--- src/rtl/regfile_scoreboard.sv ---
// 8 x 16-bit register file with a per-register busy scoreboard for issue/write-back hazard tracking.
// Optional write-to-read forwarding is enabled by defining REGFILE_BYPASS_EN.
module regfile_scoreboard #(
    parameter int NREGS  = 8,
    parameter int DATA_W = 16,
    parameter int ADDR_W = 3
) (
    input  logic              clk,
    input  logic              reset,
    input  logic              wr_en,
    input  logic [ADDR_W-1:0] wr_addr,
    input  logic [DATA_W-1:0] wr_data,
    input  logic [ADDR_W-1:0] rd_addr_a,
    output logic [DATA_W-1:0] rd_data_a,
    output logic              rd_busy_a,
    input  logic [ADDR_W-1:0] rd_addr_b,
    output logic [DATA_W-1:0] rd_data_b,
    output logic              rd_busy_b,
    input  logic              iss_en,
    input  logic [ADDR_W-1:0] iss_addr,
    output logic              iss_ack,
    output logic [NREGS-1:0]  busy_vec
);

    typedef enum logic {
        FREE = 1'b0,
        BUSY = 1'b1
    } busy_state_t;

    logic [DATA_W-1:0] regs [NREGS];
    busy_state_t       state_q [NREGS];
    busy_state_t       state_d [NREGS];
    logic              wr_ok;
    logic              iss_set;

    assign wr_ok   = wr_en && (wr_addr != '0);
    assign iss_ack = iss_en && ((iss_addr == '0) || !busy_vec[iss_addr] ||
                                (wr_en && (wr_addr == iss_addr)));
    assign iss_set = iss_ack && (iss_addr != '0);

    // Per-register busy FSM: write-back frees, an accepted issue reserves and wins over a same-address write.
    always_comb begin
        for (int i = 0; i < NREGS; i++) begin
            state_d[i] = state_q[i];
            if (wr_ok && (wr_addr == ADDR_W'(i)))
                state_d[i] = FREE;
            if (iss_set && (iss_addr == ADDR_W'(i)))
                state_d[i] = BUSY;
        end
        state_d[0] = FREE;
    end

    always_ff @(posedge clk) begin
        if (reset) begin
            for (int i = 0; i < NREGS; i++)
                state_q[i] <= FREE;
        end else begin
            state_q <= state_d;
        end
    end

    // R0 is never written, so it keeps its reset value of zero forever.
    always_ff @(posedge clk) begin
        if (reset) begin
            for (int i = 0; i < NREGS; i++)
                regs[i] <= '0;
        end else if (wr_ok) begin
            regs[wr_addr] <= wr_data;
        end
    end

    always_comb begin
        busy_vec = '0;
        for (int i = 0; i < NREGS; i++)
            busy_vec[i] = (state_q[i] == BUSY);
    end

`ifdef REGFILE_BYPASS_EN
    logic fwd_a;
    logic fwd_b;

    // A forwarded read sees the write-back as done unless a same-cycle issue re-reserves the register.
    assign fwd_a     = wr_ok && (rd_addr_a == wr_addr);
    assign fwd_b     = wr_ok && (rd_addr_b == wr_addr);
    assign rd_data_a = fwd_a ? wr_data : regs[rd_addr_a];
    assign rd_data_b = fwd_b ? wr_data : regs[rd_addr_b];
    assign rd_busy_a = fwd_a ? (iss_set && (iss_addr == rd_addr_a)) : busy_vec[rd_addr_a];
    assign rd_busy_b = fwd_b ? (iss_set && (iss_addr == rd_addr_b)) : busy_vec[rd_addr_b];
`else
    assign rd_data_a = regs[rd_addr_a];
    assign rd_data_b = regs[rd_addr_b];
    assign rd_busy_a = busy_vec[rd_addr_a];
    assign rd_busy_b = busy_vec[rd_addr_b];
`endif

endmodule

--- config.mk ---
export PLATFORM = sky130hd
export DESIGN_NAME = regfile_scoreboard
export DESIGN_NICKNAME = d
export VERILOG_FILES = /design/src/rtl/regfile_scoreboard.sv
export SDC_FILE = /design/constraint.sdc
export NUM_CORES = 1
export LEC_CHECK = 0
export ABC_AREA = 1
export CAP_MARGIN = 20
export CELL_PAD_IN_SITES_DETAIL_PLACEMENT = 1
export CELL_PAD_IN_SITES_GLOBAL_PLACEMENT = 1
export CORE_MARGIN = 5
export CORE_UTILIZATION = 44
export CTS_BUF_LIST = sky130_fd_sc_hd__clkbuf_4
export DETAILED_ROUTE_END_ITERATION = 10
export PLACE_DENSITY_LB_ADDON = 0.25
export SLEW_MARGIN = 15
export SYNTH_ARGS = -nofsm -noshare
export SYNTH_HDL_FRONTEND = slang
export SYNTH_SLANG_ARGS = --single-unit
--- constraint.sdc ---
create_clock -name clk -period 2.1 [get_ports clk]
set_clock_uncertainty 0.1 [all_clocks]
set_input_delay 0.42 -clock clk [delete_from_list [all_inputs] [get_ports clk]]
set_output_delay 0.42 -clock clk [all_outputs]
set_load 0.01 [all_outputs]
# --- After elaboration in Yosys (flattened, before gate mapping) ---
# Memories as Yosys holds them, arrays and structs flattened.
# Index checks and enable logic that the tools add are counted.
totals:
  input_bits: 32
  wordCells: 87
  mem_bits_rw: 128
  memories: 1
  reg_bits: 8
  output_inout_bits: 43
  latchBits: 0
  romBits: 0
mem_list:
  columns: ["memory", "depth", "width", "read_ports", "rd_ports_with_merged_regs", "write_ports", "line", "rtl"]
  rows:
  - ["regs", 8, 16, 2, 0, 8, "30", "logic [DATA_W-1:0] regs [NREGS];"]
classes:
  n_div: 0
  add_sub_neg: 0
  n_eq_ne: 15
  n_reduce_logical: 32
  order_cmp: 3
  bitwise: 0
  mul: 0
  muxes: 28
  shifts: 0
op_table:
  columns: ["cell", "n"]
  rows:
  - ["3-bit equality test (second input constant)", 8]
  - ["1-bit 2-to-1 mux", 23]
  - ["1-bit logical AND", 18]
  - ["16-bit 2-to-1 mux", 1]
  - ["16-bit OR reduction", 1]
  - ["2-bit nonzero test", 7]
  - ["3-bit by 2-bit equality test with 1-bit output (second input constant)", 4]
  - ["3-bit by 4-bit < comparator with 1-bit output (second input constant)", 3]
  - ["1-bit binary-select mux with 3-bit select", 3]
  - ["3-bit by 1-bit equality test with 1-bit output (second input constant)", 2]
  - ["3-bit nonzero test", 2]
  - ["3-bit equality test", 1]
  - ["3-bit zero test", 1]
  - ["3-bit 2-to-1 mux", 1]
  - ["1-bit logical OR", 2]
  - ["1-bit zero test", 1]

# --- Longest topological paths before layout ---
# Gate-level depths: netlist of the first run.
depth:
  ltp_word: 9
  ltp_mapped: 9
  depth_no_buf: 8

# --- Worst setup path after synthesis of the first run ---
# No wires, ideal clock.
synth_timing:
  kind: "input to register"
  startpoint: "input wr_addr[0]"
  endpoint: "memory regs[1][0], enable pin"
  stages: 6
  setup_time_ns: 0.372
  arrival_time_ns: 1.436
  path_slack_ns: 0.192
  required_ns: 1.628
  path_buffers: 1
  path_cell_list: "inv_1 or2_1 nor3_2 nand2_2 buf_6 nand2_1"
synth_lines:
  columns: ["item", "line", "rtl"]
  rows:
  - ["start: declaration", "11", "input logic [ADDR_W-1:0] wr_addr,"]
  - ["end: declaration", "30", null]

==> run metrics, run 1 <==
Distinct cells, synth=27; nets@finish=1,041; crit start category=register; fin cells=around 1,200; Placed Cells=approximately 1,200; slowest stage cell, crit path=edfxtp_1; CP Depth=7; fin area=9420 um^2; # setup viols final=17; HP Class=input port to register; setup tns final=-0.359 ns; Mapped Avg Cell Area=roughly 8.3 um^2; Synth area leaders=edfxtp_1, o21ai_0, nor2_1; Remaining DRCs=0; number of I/O pins=75; Clock Sinks=135; Leak Pwr=3.88 nW; CTS tree=yes; Sw Pwr=1.84 mW; period utilization=103%; Ys Warns=0; min Tclk post-route=~2.2 ns; initial antenna violation count=2; layout cell share with drive strength beyond 1=27.1%; core footprint=16,400 um^2; Critical Path RT=1.58 ns; starting density of the core=44.4%; vias post-DR=7,121; largest net degree at the start of global routing=45; DP Wirelength=16.9 mm; max cap viols=0; worst IR drop on VDD=between 0.3 and 0.4 mV; Crit path buffers/inverters=2; GR Overflow Total=0; RePlAce Congestion=about 0.86; initial DRC count=601; register area=4010 um^2; hold_buf cts=0; H-tree depth reported by CTS=4; gr usage total=27.2%; Hold Path Depth=5; fill count=~2,000; CP max stage delay=0.37 ns; Die W=between 100 and 150 um; clk_lat worst skew=0.58 ns; Placement Rows=47; WL per Instance=21.6 um; RSZ-0062 raised after global routing=yes; router iterations before antenna repair=5; Buffers on Ports=73; Detailed Route WL=26.8 mm; CP max FO=2; area of the multi-input gates=roughly 3100 um^2; internal power=4.45 mW; failing checks=negative setup slack; ANT nets after route=0; Synth Cell Area=just over 7000 um^2; Seq/Total Area, Yosys=54.7%; commonest non-fill, non-tap cell in the layout=nor2_1; Reg power frac=51.0%; maximum clock insertion buffer count=2; crit end category=output port; area post-placement=slightly below 9000 um^2; Logic pwr share=20.2%; cell taking the most area after synthesis=edfxtp_1; PD cells=667 nW/um^2; Max Clk Rate=between 400 and 500 MHz; Layout area overhead=29.4%; vias per cell=~5.7; worst r2r path cells=10; sw frac=29.2%; die area=19,200 um^2; final-report max-slew violation count=0; cells along the critical path=inv_2 > a21oi_1 > o21ai_1 > o21ai_1 > nand2_1 > nand2_2 > buf_6; top cell type's share of synthesized area=52.8%; critical setup path kind=register to output port; global-route wire length before repair=40.3 mm; worst setup margin=-0.0635 ns; Synth Register Bits=135; Crit path max-delay family=flip-flops; final-report hold violation count=0; WP data arrival=1.64 ns; Die Span Y=139 um; Post-Syn Instances=882; clock share of power=between 20% and 30%; Num CTS Buffers=17; status=finished, violations left; number of global-route vias before repair=about 7,500; clk slew on worst S/H paths=roughly 0.12 ns; CTS root buf=clkbuf_4; most frequent cells in the layout=nor2_1, edfxtp_1, nand2_1; most used cell, CP=o21ai_1
[cells by family (layout without fill, tap and decap cells)]
family	after synthesis	count (layout)	synth area share (%)
compound gates	269	269	18.8
buf+inv	124	248	7.41
flops	135	135	54.7
other cells	1	19	0.0515
simple gates	353	353	19.0
[metrics by stage]
step / utilization (%) / hold slack, ns / setup slack, ns / power (mW)
floorplan: - / 0.417 / 0.192 / 3.77
global placement: 53.8 / 0.413 / -0.441 / 4.37
detailed placement: 53.8 / 0.427 / -0.473 / 4.41
CTS: 55.8 / 0.289 / -0.0853 / 6.21
global route: 57.4 / 0.349 / -0.207 / 6.55
finish: 57.4 / 0.332 / -0.0635 / 6.28
[cell usage after synthesis, drive strengths merged]
| cell type | count |
|---|---|
| conb | 1 |
| nand2 | 142 |
| o21ai | 195 |
| a21oi | 66 |
| clkbuf | 25 |
| a32oi | 2 |
| a31oi | 2 |
| nor3 | 4 |
| dfxtp | 7 |
| clkinv | 4 |
| inv | 60 |
| nor2 | 186 |
| or2 | 1 |
| o211ai | 4 |
| nand4 | 7 |
| edfxtp | 128 |
| nand3 | 13 |
| buf | 35 |
[registers in the layout, indices dropped and copies added, names as in the netlist]
register	flops
regs	128
busy_vec	7
[tightest hold or removal path, delay by kind of cell]
| family | cells | cell delay [ns] |
|---|---|---|
| buffers and inverters | 2 | 0.37 |
| and+or+nand+nor | 3 | 0.19 |
[area by class of cell]
type,instances,area share [%]
Antenna cell,2,0.0531
Clock buffer,20,1.59
Clock inverter,12,1.42
Inverter,64,2.60
Multi-Input combinational cell,639,33.0
Sequential cell,135,42.5
Tap cell,220,2.92
Timing Repair Buffer,152,15.9
[final timing paths]
check	from	end	slack [ns]
worst max-delay path	regs[5][6]$_SDFFCE_PN0P_	rd_data_b[6]	-0.06
worst min-delay path	iss_addr[2]	busy_vec[1]$_SDFFE_PP0P_	0.33
worst max register to register	busy_vec[6]$_SDFFE_PP0P_	busy_vec[5]$_SDFFE_PP0P_	0.60
worst min register to register	busy_vec[1]$_SDFFE_PP0P_	busy_vec[1]$_SDFFE_PP0P_	0.44
[repair_timing]
action | CTS | global route
resized for setup | 326 | 104
setup buffers | 3 | 5
setup endpoints to repair | 42 | 37
pin swaps | 34 | 39
[routing by layer]
layer | share of wire, % | GRT usage, % | wire length [um]
met5 | 0 | 0 | 0
met4 | 4.2 | 14.1 | 1130
met3 | 6.4 | 5.03 | 1730
met2 | 51 | 48.9 | 13800
met1 | 38 | 30.9 | 10200
[power groups by stage]
| stage | logic (mW) | clock network [mW] | registers, mW |
|---|---|---|---|
| 2_1_floorplan | 0.545 | 0 | 3.23 |
| 3_3_place_gp | 1.13 | 0 | 3.24 |
| 3_5_place_dp | 1.16 | 0 | 3.25 |
| 4_1_cts | 1.19 | 1.82 | 3.20 |
| 5_1_grt | 1.37 | 1.96 | 3.22 |
| 6_report | 1.27 | 1.81 | 3.21 |
No activity file was read; power rests on OpenSTA's default activity.
==> inputs of run 2 (changes only) <==
--- a/config.mk
+++ b/config.mk
@@ -10,7 +10,7 @@
 export CELL_PAD_IN_SITES_DETAIL_PLACEMENT = 1
 export CELL_PAD_IN_SITES_GLOBAL_PLACEMENT = 1
 export CORE_MARGIN = 5
-export CORE_UTILIZATION = 44
+export CORE_UTILIZATION = 48
 export CTS_BUF_LIST = sky130_fd_sc_hd__clkbuf_4
 export DETAILED_ROUTE_END_ITERATION = 10
 export PLACE_DENSITY_LB_ADDON = 0.25
==> constraint.sdc (replaced) <==
create_clock -name clk -period 2.5 [get_ports clk]
set_clock_uncertainty 0.1 [all_clocks]
set_input_delay 0.5 -clock clk [delete_from_list [all_inputs] [get_ports clk]]
set_output_delay 0.5 -clock clk [all_outputs]
set_load 0.01 [all_outputs]
==> run 2 against run 1 <==
Compared with the run above:
- the flow now finishes without violations
- sequential power down 16%
- core utilization up 2.6 points
- register-to-register slack better by 0.53 ns
- clock power down 8%
- routed wire length up 1.3%
- critical path depth unchanged
- global-route usage up 3.7 points
- first-iteration DRC count up 13%
- largest cell class unchanged
- die area down 7.7%
- worst setup slack better by 0.11 ns
- cell count down 3.5%
- non-clock buffer count down 10
==> run metrics, run 2 (synthesis results as in run 1) <==
initial antenna violation count=0; Most flops, register=regs; Slew @ Worst Pin=0.661 ns; final-report hold violation count=0; # setup viols final=0; Critical Path RT=1.90 ns; status=completed; ANT nets after route=0; worst setup margin=around 0.047 ns; nets@finish=1,031; Max Clk Rate=between 400 and 500 MHz; Final Hold Slack=0.450 ns; crit end category=output port; Sw Pwr=1.53 mW; Die Span Y=133 um; layout cell share with drive strength beyond 1=between 10 and 15%; H-tree depth reported by CTS=4; clock share of power=31.5%; sw frac=28.9%; crit start category=register; Detailed Route WL=27.2 mm; number of global-route vias before repair=7,663; Num CTS Buffers=17; pre-CTS setup slack=-0.448 ns; slowest stage cell, crit path=edfxtp_1; initial DRC count=682; Leak Pwr=3.75 nW; Layout area overhead=23.9%; Reg power frac=50.6%; HP Class=register to register; max cap viols=0; Buffers on Ports=73; maximum clock insertion buffer count=2; cells along the critical path=inv_1 > a21oi_1 > o21ai_0 > o21ai_1 > nand2_1 > nand2_2 > clkdlybuf4s15_2; global-route wire length before repair=41.9 mm; Placed Cells=roughly 1,200; vias per cell=roughly 5.9; max reg flops=~130; critical setup path kind=register to output port; die area=between 15,000 and 20,000 um^2; WP data arrival=1.85 ns; clk_lat worst skew=around 0.6 ns; Layout Utilization=60.0%; period utilization=98.1%; gr usage total=~31%; GR Overflow Total=0; commonest non-fill, non-tap cell in the layout=nor2_1; Crit path max-delay family=compound AO/OA/AOI/OAI gates; largest net degree at the start of global routing=roughly 40; RePlAce Congestion=0.911; CP max stage delay=0.35 ns; # diodes=0; Clock Sinks=between 100 and 150; fin cells=1,200; WL per Instance=22.7 um; router iterations before antenna repair=5; vias post-DR=7,125; CTS root buf=clkbuf_4; DP Wirelength=17.8 mm; most frequent cells in the layout=nor2_1, o21ai_0, nand2_1; PD cells=589 nW/um^2; Die W=~130 um; number of I/O pins=75; worst IR drop on VDD=0.402 mV; final-report max-slew violation count=0; min Tclk post-route=2.45 ns; clk slew on worst S/H paths=0.14 ns; internal power=around 3.8 mW; Slew headroom=55.9%; starting density of the core=48.4%; CP max FO=2; Placement Rows=45; RSZ-0062 raised after global routing=yes; core footprint=15,000 um^2; Crit path buffers/inverters=2; Remaining DRCs=0; hold_buf cts=0; CTS tree=yes; Logic pwr share=between 15 and 20%
==> run 2: cell count changes in the layout (fill, tap and decap cells not counted), sizes merged, moves of 2 or more <==
cell | before | now
clkdlybuf4s15 | 0 | 8
clkbuf | 20 | 28
dlygate4sd2 | 7 | 20
clkdlybuf4s50 | 21 | 31
dlymetal6s2s | 5 | 0
buf | 119 | 73
diode | 2 | 0
==> run 2: area by class of cell <==
type / count / area [um^2]
multi-input combinational: 639 / 2830
sequential: 135 / 3990
clock inverter: 13 / 179
tap: 188 / 235
clock buffer: 19 / 143
inverter: 64 / 246
timing repair buffer: 142 / 1390
fill: 1844 / 6020
==> run 2: final timing paths <==
path              slack (ns)                startpoint  cells after the start                       end
setup / recovery        0.05  regs[5][4]$_SDFFCE_PN0P_                      7              rd_data_a[4]
hold / removal          0.45  busy_vec[3]$_SDFFE_PP0P_                      2  busy_vec[3]$_SDFFE_PP0P_
setup reg to reg        1.13  busy_vec[2]$_SDFFE_PP0P_                      6  busy_vec[6]$_SDFFE_PP0P_
hold reg to reg         0.45  busy_vec[3]$_SDFFE_PP0P_                      2  busy_vec[3]$_SDFFE_PP0P_
==> run 2: per-layer routing <==
layer  global-route usage (%)  vias to the layer above  wire length [um]
met1                     35.8                     3452             10000
met2                     54.3                      374             13900
li1                         -                     3206                 -
met5                        0                        -                 0
met4                     15.3                        0              1160
met3                     6.99                       93              2090
==> run 2: worst register-to-register path, delay by kind of cell, from the launching register on <==
kind                   cells  cell delay, ns
buffers and inverters      1            0.16
flip-flops                 1            0.51
AND/OR/NAND/NOR            5            0.51
==> run 2: what timing repair did <==
item                                    4_1_cts  5_1_grt
endpoints found under the setup margin       35       24
pin swaps                                     2        5
cloned                                        2        0
gates resized for setup                      68       43
buffers inserted                              1        2
==> run 2: per-stage QoR <==
stage | total power, mW | cell area [um^2] | TNS (ns)
global placement | 3.62 | 8610 | -5.92
floorplan | 3.17 | 7340 | 0
detailed placement | 3.67 | 8610 | -6.72
global route | 5.52 | 9010 | -0.0314
finish | 5.31 | 9010 | 0
CTS | 5.28 | 9020 | -0.0511
==> run 2: power by group through the flow <==
stage	registers [mW]	clock network (mW)	logic, mW
floorplan	2.71	0	0.458
global placement	2.72	0	0.896
detailed placement	2.74	0	0.937
CTS	2.69	1.66	0.932
global route	2.70	1.79	1.03
finish	2.69	1.67	0.951
